$ cat src/rtl/dmem_arbiter_if.sv
// Bus bundle between the CPU MEM stage, the host/loader port and the
// single-port data memory. The arbiter takes the slave view; whatever
// drives the requests and models the memory takes the master view.
interface dmem_arbiter_if #(
  parameter int AW = 16,
  parameter int DW = 16
);
  // CPU side
  logic          cpu_req;
  logic          cpu_we;
  logic          cpu_sb;
  logic [AW-1:0] cpu_addr;
  logic [DW-1:0] cpu_wdata;
  logic          cpu_stall;
  logic          cpu_rvalid;
  logic [DW-1:0] cpu_rdata;

  // Host / loader side
  logic          host_req;
  logic          host_we;
  logic          host_lock;
  logic [AW-1:0] host_addr;
  logic [DW-1:0] host_wdata;
  logic          host_gnt;
  logic          host_rvalid;
  logic [DW-1:0] host_rdata;

  // Memory side
  logic          mem_en;
  logic          mem_we;
  logic          mem_sb;
  logic [AW-1:0] mem_addr;
  logic [DW-1:0] mem_wdata;
  logic [DW-1:0] mem_rdata;

  modport slave (
    input  cpu_req, cpu_we, cpu_sb, cpu_addr, cpu_wdata,
    output cpu_stall, cpu_rvalid, cpu_rdata,
    input  host_req, host_we, host_lock, host_addr, host_wdata,
    output host_gnt, host_rvalid, host_rdata,
    output mem_en, mem_we, mem_sb, mem_addr, mem_wdata,
    input  mem_rdata
  );

  modport master (
    output cpu_req, cpu_we, cpu_sb, cpu_addr, cpu_wdata,
    input  cpu_stall, cpu_rvalid, cpu_rdata,
    output host_req, host_we, host_lock, host_addr, host_wdata,
    input  host_gnt, host_rvalid, host_rdata,
    input  mem_en, mem_we, mem_sb, mem_addr, mem_wdata,
    output mem_rdata
  );
endinterface

$ cat src/rtl/dmem_arbiter.sv
// Data-memory arbiter: CPU has priority, a saturating starvation counter
// forces the host in periodically, and a bounded lock mode lets the host
// run burst loads while the CPU stalls. Requests reach the memory in the
// same cycle they are granted; read data returns one cycle later and is
// steered to whichever requester issued the read.
module dmem_arbiter #(
  parameter int AW           = 16,
  parameter int DW           = 16,
  parameter int STARVE_LIMIT = 4,
  parameter int LOCK_MAX     = 8
) (
  input  logic           clk,
  input  logic           reset,
  dmem_arbiter_if.slave  bus
);

  localparam int SW = $clog2(STARVE_LIMIT + 1);
  localparam int LW = $clog2(LOCK_MAX + 1);
  localparam logic [SW-1:0] STARVE_TOP = SW'(STARVE_LIMIT);
  localparam logic [LW-1:0] LOCK_TOP   = LW'(LOCK_MAX);

  typedef enum logic {ARB, LOCK} state_t;

  state_t        state_reg, state_next;
  logic [SW-1:0] starve_cnt_reg, starve_cnt_next;
  logic [LW-1:0] lock_cnt_reg, lock_cnt_next;
  // Read-return tag: bit 1 = CPU issued a read, bit 0 = host issued a read.
  logic [1:0]    rtag_reg, rtag_next;

  logic          hold;
  logic          cpu_gnt;
  logic          host_gnt;

  // Grant decision: an active lock burst wins, then the CPU unless the host
  // has been starved long enough, then the host.
  always_comb begin
    hold     = (state_reg == LOCK) & bus.host_req & bus.host_lock &
               (lock_cnt_reg < LOCK_TOP);
    cpu_gnt  = ~hold & bus.cpu_req & (starve_cnt_reg < STARVE_TOP);
    host_gnt = hold | (~cpu_gnt & bus.host_req);
  end

  // Next-state logic for lock FSM, starvation counter and read tag.
  always_comb begin
    state_next      = state_reg;
    lock_cnt_next   = lock_cnt_reg;
    starve_cnt_next = '0;
    rtag_next       = {cpu_gnt & ~bus.cpu_we, host_gnt & ~bus.host_we};

    case (state_reg)
      ARB: begin
        if (host_gnt && bus.host_lock) begin
          state_next    = LOCK;
          lock_cnt_next = LW'(1);
        end else begin
          lock_cnt_next = '0;
        end
      end
      LOCK: begin
        if (hold) begin
          lock_cnt_next = lock_cnt_reg + LW'(1);
        end else begin
          // Burst over: this cycle was arbitrated normally; always drop
          // back to ARB so a pending CPU gets its turn next.
          state_next    = ARB;
          lock_cnt_next = '0;
        end
      end
      default: begin
        state_next    = ARB;
        lock_cnt_next = '0;
      end
    endcase

    if (bus.host_req && !host_gnt) begin
      starve_cnt_next = (starve_cnt_reg == STARVE_TOP) ? starve_cnt_reg
                                                       : starve_cnt_reg + SW'(1);
    end
  end

  // State registers; reset drops any read return still in flight.
  always_ff @(posedge clk or negedge reset) begin
    if (!reset) begin
      state_reg      <= ARB;
      starve_cnt_reg <= '0;
      lock_cnt_reg   <= '0;
      rtag_reg       <= '0;
    end else begin
      state_reg      <= state_next;
      starve_cnt_reg <= starve_cnt_next;
      lock_cnt_reg   <= lock_cnt_next;
      rtag_reg       <= rtag_next;
    end
  end

  // Memory-side mux of the granted requester; all zero when idle.
  always_comb begin
    bus.mem_en    = cpu_gnt | host_gnt;
    bus.mem_we    = 1'b0;
    bus.mem_sb    = 1'b0;
    bus.mem_addr  = '0;
    bus.mem_wdata = '0;
    if (cpu_gnt) begin
      bus.mem_we    = bus.cpu_we;
      bus.mem_sb    = bus.cpu_sb;
      bus.mem_addr  = bus.cpu_addr;
      bus.mem_wdata = bus.cpu_wdata;
    end else if (host_gnt) begin
      bus.mem_we    = bus.host_we;
      bus.mem_addr  = bus.host_addr;
      bus.mem_wdata = bus.host_wdata;
    end
  end

  // Requester-side outputs: stall/grant are combinational, read data is
  // gated so each side only sees memory data it asked for.
  always_comb begin
    bus.cpu_stall   = bus.cpu_req & ~cpu_gnt;
    bus.host_gnt    = host_gnt;
    bus.cpu_rvalid  = rtag_reg[1];
    bus.host_rvalid = rtag_reg[0];
    bus.cpu_rdata   = rtag_reg[1] ? bus.mem_rdata : '0;
    bus.host_rdata  = rtag_reg[0] ? bus.mem_rdata : '0;
  end

endmodule

$ cat src/flat_wrapper.sv
// flat-port wrapper written by rule: the top's interface ports become plain ports
module dmem_arbiter_flat 
#(
  parameter int AW           = 16,
  parameter int DW           = 16,
  parameter int STARVE_LIMIT = 4,
  parameter int LOCK_MAX     = 8
)
  (clk, reset, bus_cpu_req, bus_cpu_we, bus_cpu_sb, bus_cpu_addr, bus_cpu_wdata, bus_cpu_stall, bus_cpu_rvalid, bus_cpu_rdata, bus_host_req, bus_host_we, bus_host_lock, bus_host_addr, bus_host_wdata, bus_host_gnt, bus_host_rvalid, bus_host_rdata, bus_mem_en, bus_mem_we, bus_mem_sb, bus_mem_addr, bus_mem_wdata, bus_mem_rdata);
  dmem_arbiter_if #(.AW(AW), .DW(DW)) bus_i ();
  input  logic clk;
  input  logic reset;
  input wire logic [$bits(bus_i.cpu_req)-1:0] bus_cpu_req;
  input wire logic [$bits(bus_i.cpu_we)-1:0] bus_cpu_we;
  input wire logic [$bits(bus_i.cpu_sb)-1:0] bus_cpu_sb;
  input wire logic [$bits(bus_i.cpu_addr)-1:0] bus_cpu_addr;
  input wire logic [$bits(bus_i.cpu_wdata)-1:0] bus_cpu_wdata;
  output wire logic [$bits(bus_i.cpu_stall)-1:0] bus_cpu_stall;
  output wire logic [$bits(bus_i.cpu_rvalid)-1:0] bus_cpu_rvalid;
  output wire logic [$bits(bus_i.cpu_rdata)-1:0] bus_cpu_rdata;
  input wire logic [$bits(bus_i.host_req)-1:0] bus_host_req;
  input wire logic [$bits(bus_i.host_we)-1:0] bus_host_we;
  input wire logic [$bits(bus_i.host_lock)-1:0] bus_host_lock;
  input wire logic [$bits(bus_i.host_addr)-1:0] bus_host_addr;
  input wire logic [$bits(bus_i.host_wdata)-1:0] bus_host_wdata;
  output wire logic [$bits(bus_i.host_gnt)-1:0] bus_host_gnt;
  output wire logic [$bits(bus_i.host_rvalid)-1:0] bus_host_rvalid;
  output wire logic [$bits(bus_i.host_rdata)-1:0] bus_host_rdata;
  output wire logic [$bits(bus_i.mem_en)-1:0] bus_mem_en;
  output wire logic [$bits(bus_i.mem_we)-1:0] bus_mem_we;
  output wire logic [$bits(bus_i.mem_sb)-1:0] bus_mem_sb;
  output wire logic [$bits(bus_i.mem_addr)-1:0] bus_mem_addr;
  output wire logic [$bits(bus_i.mem_wdata)-1:0] bus_mem_wdata;
  input wire logic [$bits(bus_i.mem_rdata)-1:0] bus_mem_rdata;
  assign bus_i.cpu_req = bus_cpu_req;
  assign bus_i.cpu_we = bus_cpu_we;
  assign bus_i.cpu_sb = bus_cpu_sb;
  assign bus_i.cpu_addr = bus_cpu_addr;
  assign bus_i.cpu_wdata = bus_cpu_wdata;
  assign bus_cpu_stall = bus_i.cpu_stall;
  assign bus_cpu_rvalid = bus_i.cpu_rvalid;
  assign bus_cpu_rdata = bus_i.cpu_rdata;
  assign bus_i.host_req = bus_host_req;
  assign bus_i.host_we = bus_host_we;
  assign bus_i.host_lock = bus_host_lock;
  assign bus_i.host_addr = bus_host_addr;
  assign bus_i.host_wdata = bus_host_wdata;
  assign bus_host_gnt = bus_i.host_gnt;
  assign bus_host_rvalid = bus_i.host_rvalid;
  assign bus_host_rdata = bus_i.host_rdata;
  assign bus_mem_en = bus_i.mem_en;
  assign bus_mem_we = bus_i.mem_we;
  assign bus_mem_sb = bus_i.mem_sb;
  assign bus_mem_addr = bus_i.mem_addr;
  assign bus_mem_wdata = bus_i.mem_wdata;
  assign bus_i.mem_rdata = bus_mem_rdata;
  dmem_arbiter #(.AW(AW), .DW(DW), .STARVE_LIMIT(STARVE_LIMIT), .LOCK_MAX(LOCK_MAX)) u_core (.clk(clk), .reset(reset), .bus(bus_i));
endmodule
$ cat config.mk
export PLATFORM = sky130hd
export DESIGN_NAME = dmem_arbiter_flat
export DESIGN_NICKNAME = d
export VERILOG_FILES = /design/src/rtl/dmem_arbiter_if.sv /design/src/rtl/dmem_arbiter.sv /design/src/flat_wrapper.sv
export SDC_FILE = /design/constraint.sdc
export NUM_CORES = 1
export LEC_CHECK = 0
export CAP_MARGIN = 25
export CORE_MARGIN = 1.5
export CORE_UTILIZATION = 21
export CTS_BUF_LIST = sky130_fd_sc_hd__clkbuf_4 sky130_fd_sc_hd__clkbuf_8 sky130_fd_sc_hd__clkbuf_16
export CTS_CLUSTER_DIAMETER = 40
export DETAILED_ROUTE_END_ITERATION = 7
export GPL_TIMING_DRIVEN = 0
export PLACE_DENSITY_LB_ADDON = 0.1
export RECOVER_POWER = 25
export SLEW_MARGIN = 0
export SYNTH_ARGS = -nofsm -noshare
export SYNTH_HDL_FRONTEND = slang
export SYNTH_SLANG_ARGS = --single-unit
$ cat constraint.sdc
create_clock -name clk -period 1.5 [get_ports clk]
set_input_delay 0.3 -clock clk [delete_from_list [all_inputs] [get_ports clk]]
set_output_delay 0.3 -clock clk [all_outputs]
set_load 0.02 [all_outputs]
==> impl_metrics.yaml <==
clock_tree:
  cts_num_sinks: 10
  clk_pin_slew_worst_paths_ns: 0.05
  cts_made_buffers: 3
  tritoncts: "done"
  hold_buffers: 0
  htreeDepth: 1
  cts_root_buffer: "clkbuf_8"
  clk_latency_ns: 0.23
  clock_path_buffers: 2
setup_path:
  path_delay_family: "buffers and inverters"
  crit_path_end_kind: "output pin"
  crit_top_cell: "buf_12"
  start_kind: "register"
  crit_fanout: 10
  worstPathBufferInverterCount: 3
  critPathMaxStageDelay_ns: 0.39
  worstPathArrival_ns: 1.63
  crit_chain: "and2b_2, o21ai_4, buf_12, buf_12, a22o_4, buf_6"
  path_class: "reg2out"
  crit_slowest_cell: "dfrtp_1"
  cp_data_required_time_ns: 1.20
place:
  dp_hpwl_um: 4370
  place_inst: 343
  numPortBuffers: 158
  gp_congestion: 0.781
drt:
  ant_nets: 0
  dr_wl_met3_um: 608
  routed-wl-met2_um: 2960
  drt_iter0_markers: 15
  top_layer: "met3"
  drt_first_pass_iters: 4
  drt-met1-wl_um: 1810
  wirelength_um: 5380
  drc: 0
  route.vias.total: 1601
  viasPerCell: 4.47
  routedWlPerCell_um: 15.0
power_and_ir_drop:
  clkPwrFrac: 0.210
  combPwrFrac: 0.608
  p_per_area_nw_per_um2: 515
  p_leak_nw: 1.50
  ir_worst_vdd_v: 0.000562
  switching_power_w: 0.000494
  seq_power_share: 0.182
  power_w: 0.00157
  p_int_w: 0.00108
  sw_frac_of_total: 0.315
cells_and_area:
  multi_input_area_um2: 965
  stdcell_count: 358
  seq_area_um2: 254
  fillCellCount: 467
  drive_gt1_frac: 0.443
  final_common_cell: "clkdlybuf4s50_1"
  n_antenna_cell: 0
  nNetsFinal: 383
  largest_reg_flops: 4
  syn_to_final_growth_pct: 193
  final_cell_mix: "clkdlybuf4s50_1, buf_6, and2_1, buf_2, a22o_4"
outcome:
  violations: "setup timing"
  status: "finished, violations left"
yosys:
  syn_nets: 209
  avgSynthCellArea_um2: 8.83
  syn_inst: 118
  yosysWarnings: 0
  synth_area_um2: 1040
  ys_seq_area_frac: 0.240
  synthDistinctLibCells: 22
  ys_seq_elements: 10
global_routing:
  grt_pass1_vias: 1500
  grt_util_all_layers: 0.176
  gr-total-overflow: 0
  grt_max_degree: 11
  antenna_found_initial: 0
  grt_pass1_wl_um: 7340
floorplan:
  dieArea_um2: 5390
  io_pins: 159
  die-width_um: 73.5
  rows: 25
  die_y_um: 73.5
  start_util: 0.219
  core_area_um2: 4750
sta:
  rsz0062_at_grt: "yes"
  clock.fmax_ghz: 0.517
  period_minus_slack_ns: 1.93
  hold_slack_ns: 0.459
  drv_slew: 0
  finalHoldViolCount: 0
  setup_viol_count_final: 36
  fin_ws_ns: -0.433
  period_share: 1.29
  max_slew.worst_pin.slew_ns: 0.469
  slew_headroom: 0.686
  skew_ns: 0.00527
run:
  maxCapViolations: 0
min_path:
  hold_class: "in2async"
==> metal layers <==
layer | vias up | global-route usage
met5 | - | 0
met4 | 0 | 0.00617
met3 | 0 | 0.0727
met2 | 91 | 0.354
met1 | 726 | 0.174
li1 | 784 | -
==> final timing paths <==
check / from / endpoint / slack (ns) / depth (start not counted)
max: u_core.starve_cnt_reg[2]$_DFFE_PN0P_ / bus_mem_wdata[4] / -0.43 / 6
min in group clk: u_core.starve_cnt_reg[0]$_DFFE_PN0P_ / u_core.starve_cnt_reg[0]$_DFFE_PN0P_ / 0.46 / 1
max in group asynchronous: reset / u_core.state_reg$_DFF_PN0_ / 0.69 / 1
min: reset / u_core.starve_cnt_reg[2]$_DFFE_PN0P_ / 0.46 / 1
min reg2reg: u_core.starve_cnt_reg[0]$_DFFE_PN0P_ / u_core.starve_cnt_reg[0]$_DFFE_PN0P_ / 0.46 / 1
max reg2reg: u_core.starve_cnt_reg[2]$_DFFE_PN0P_ / u_core.rtag_reg[1]$_DFF_PN0_ / 0.18 / 4
==> stage by stage <==
step                cell area [um^2]  setup TNS, ns  utilization  setup WS, ns
finish                          3050         -13.95        0.642        -0.433
global route                    3050         -15.50        0.642        -0.472
CTS                             3150         -14.60        0.663        -0.443
detailed placement              2970         -51.52        0.624         -1.17
global placement                2970         -50.94        0.624         -1.16
floorplan                       1300          -1.37            -       -0.0478
==> synth_stat cells <==
master | instances | share of area
and2b_1 | 1 | 0.0072
clkbuf_1 | 2 | 0.0072
buf_6 | 4 | 0.043
o21ai_2 | 1 | 0.0084
buf_4 | 3 | 0.022
and3_1 | 3 | 0.018
nor2_1 | 4 | 0.014
o2111a_1 | 1 | 0.011
nand2b_1 | 2 | 0.012
xnor2_1 | 1 | 0.0084
a21oi_1 | 1 | 0.0048
inv_1 | 4 | 0.014
nand3_1 | 3 | 0.014
nor2b_1 | 3 | 0.018
o22ai_1 | 1 | 0.0060
ha_1 | 3 | 0.036
nand4b_4 | 1 | 0.023
and2_4 | 1 | 0.0084
a22o_1 | 33 | 0.28
and2_1 | 32 | 0.19
nand2_1 | 4 | 0.014
dfrtp_1 | 10 | 0.24
==> power groups by stage <==
stage          sequential (W)  clock [W]  combinational [W]
2_1_floorplan        0.000294          0           0.000406
3_3_place_gp         0.000293          0           0.000909
3_5_place_dp         0.000294          0           0.000914
4_1_cts              0.000286   0.000339           0.000970
5_1_grt              0.000287   0.000353            0.00100
6_report             0.000286   0.000330           0.000955
==> logic make-up after synthesis <==
group                    synth area share
buffers and inverters              0.0864
AND/OR/NAND/NOR                     0.322
AO/OA/AOI/OAI                       0.307
XOR/XNOR                          0.00840
adder cells (fa/ha/maj)            0.0360
flip-flops                          0.240
==> area by class of cell <==
class,instances,share of cell area
plain buffers,7,0.0377
inverters,4,0.00492
clock buffers,4,0.0180
repair buffers,171,0.512
flip-flops and latches,10,0.0833
multi-input cells,95,0.316
well taps,67,0.0275
==> repair_timing <==
action / CTS / global route
pin swaps: 5 / 2
setup endpoints to repair: 73 / 57
hold endpoints to repair: 0 / 0
buffers inserted: 10 / 3
gates resized for setup: 345 / 29
Note: power is estimated with default switching activity, not from simulation.
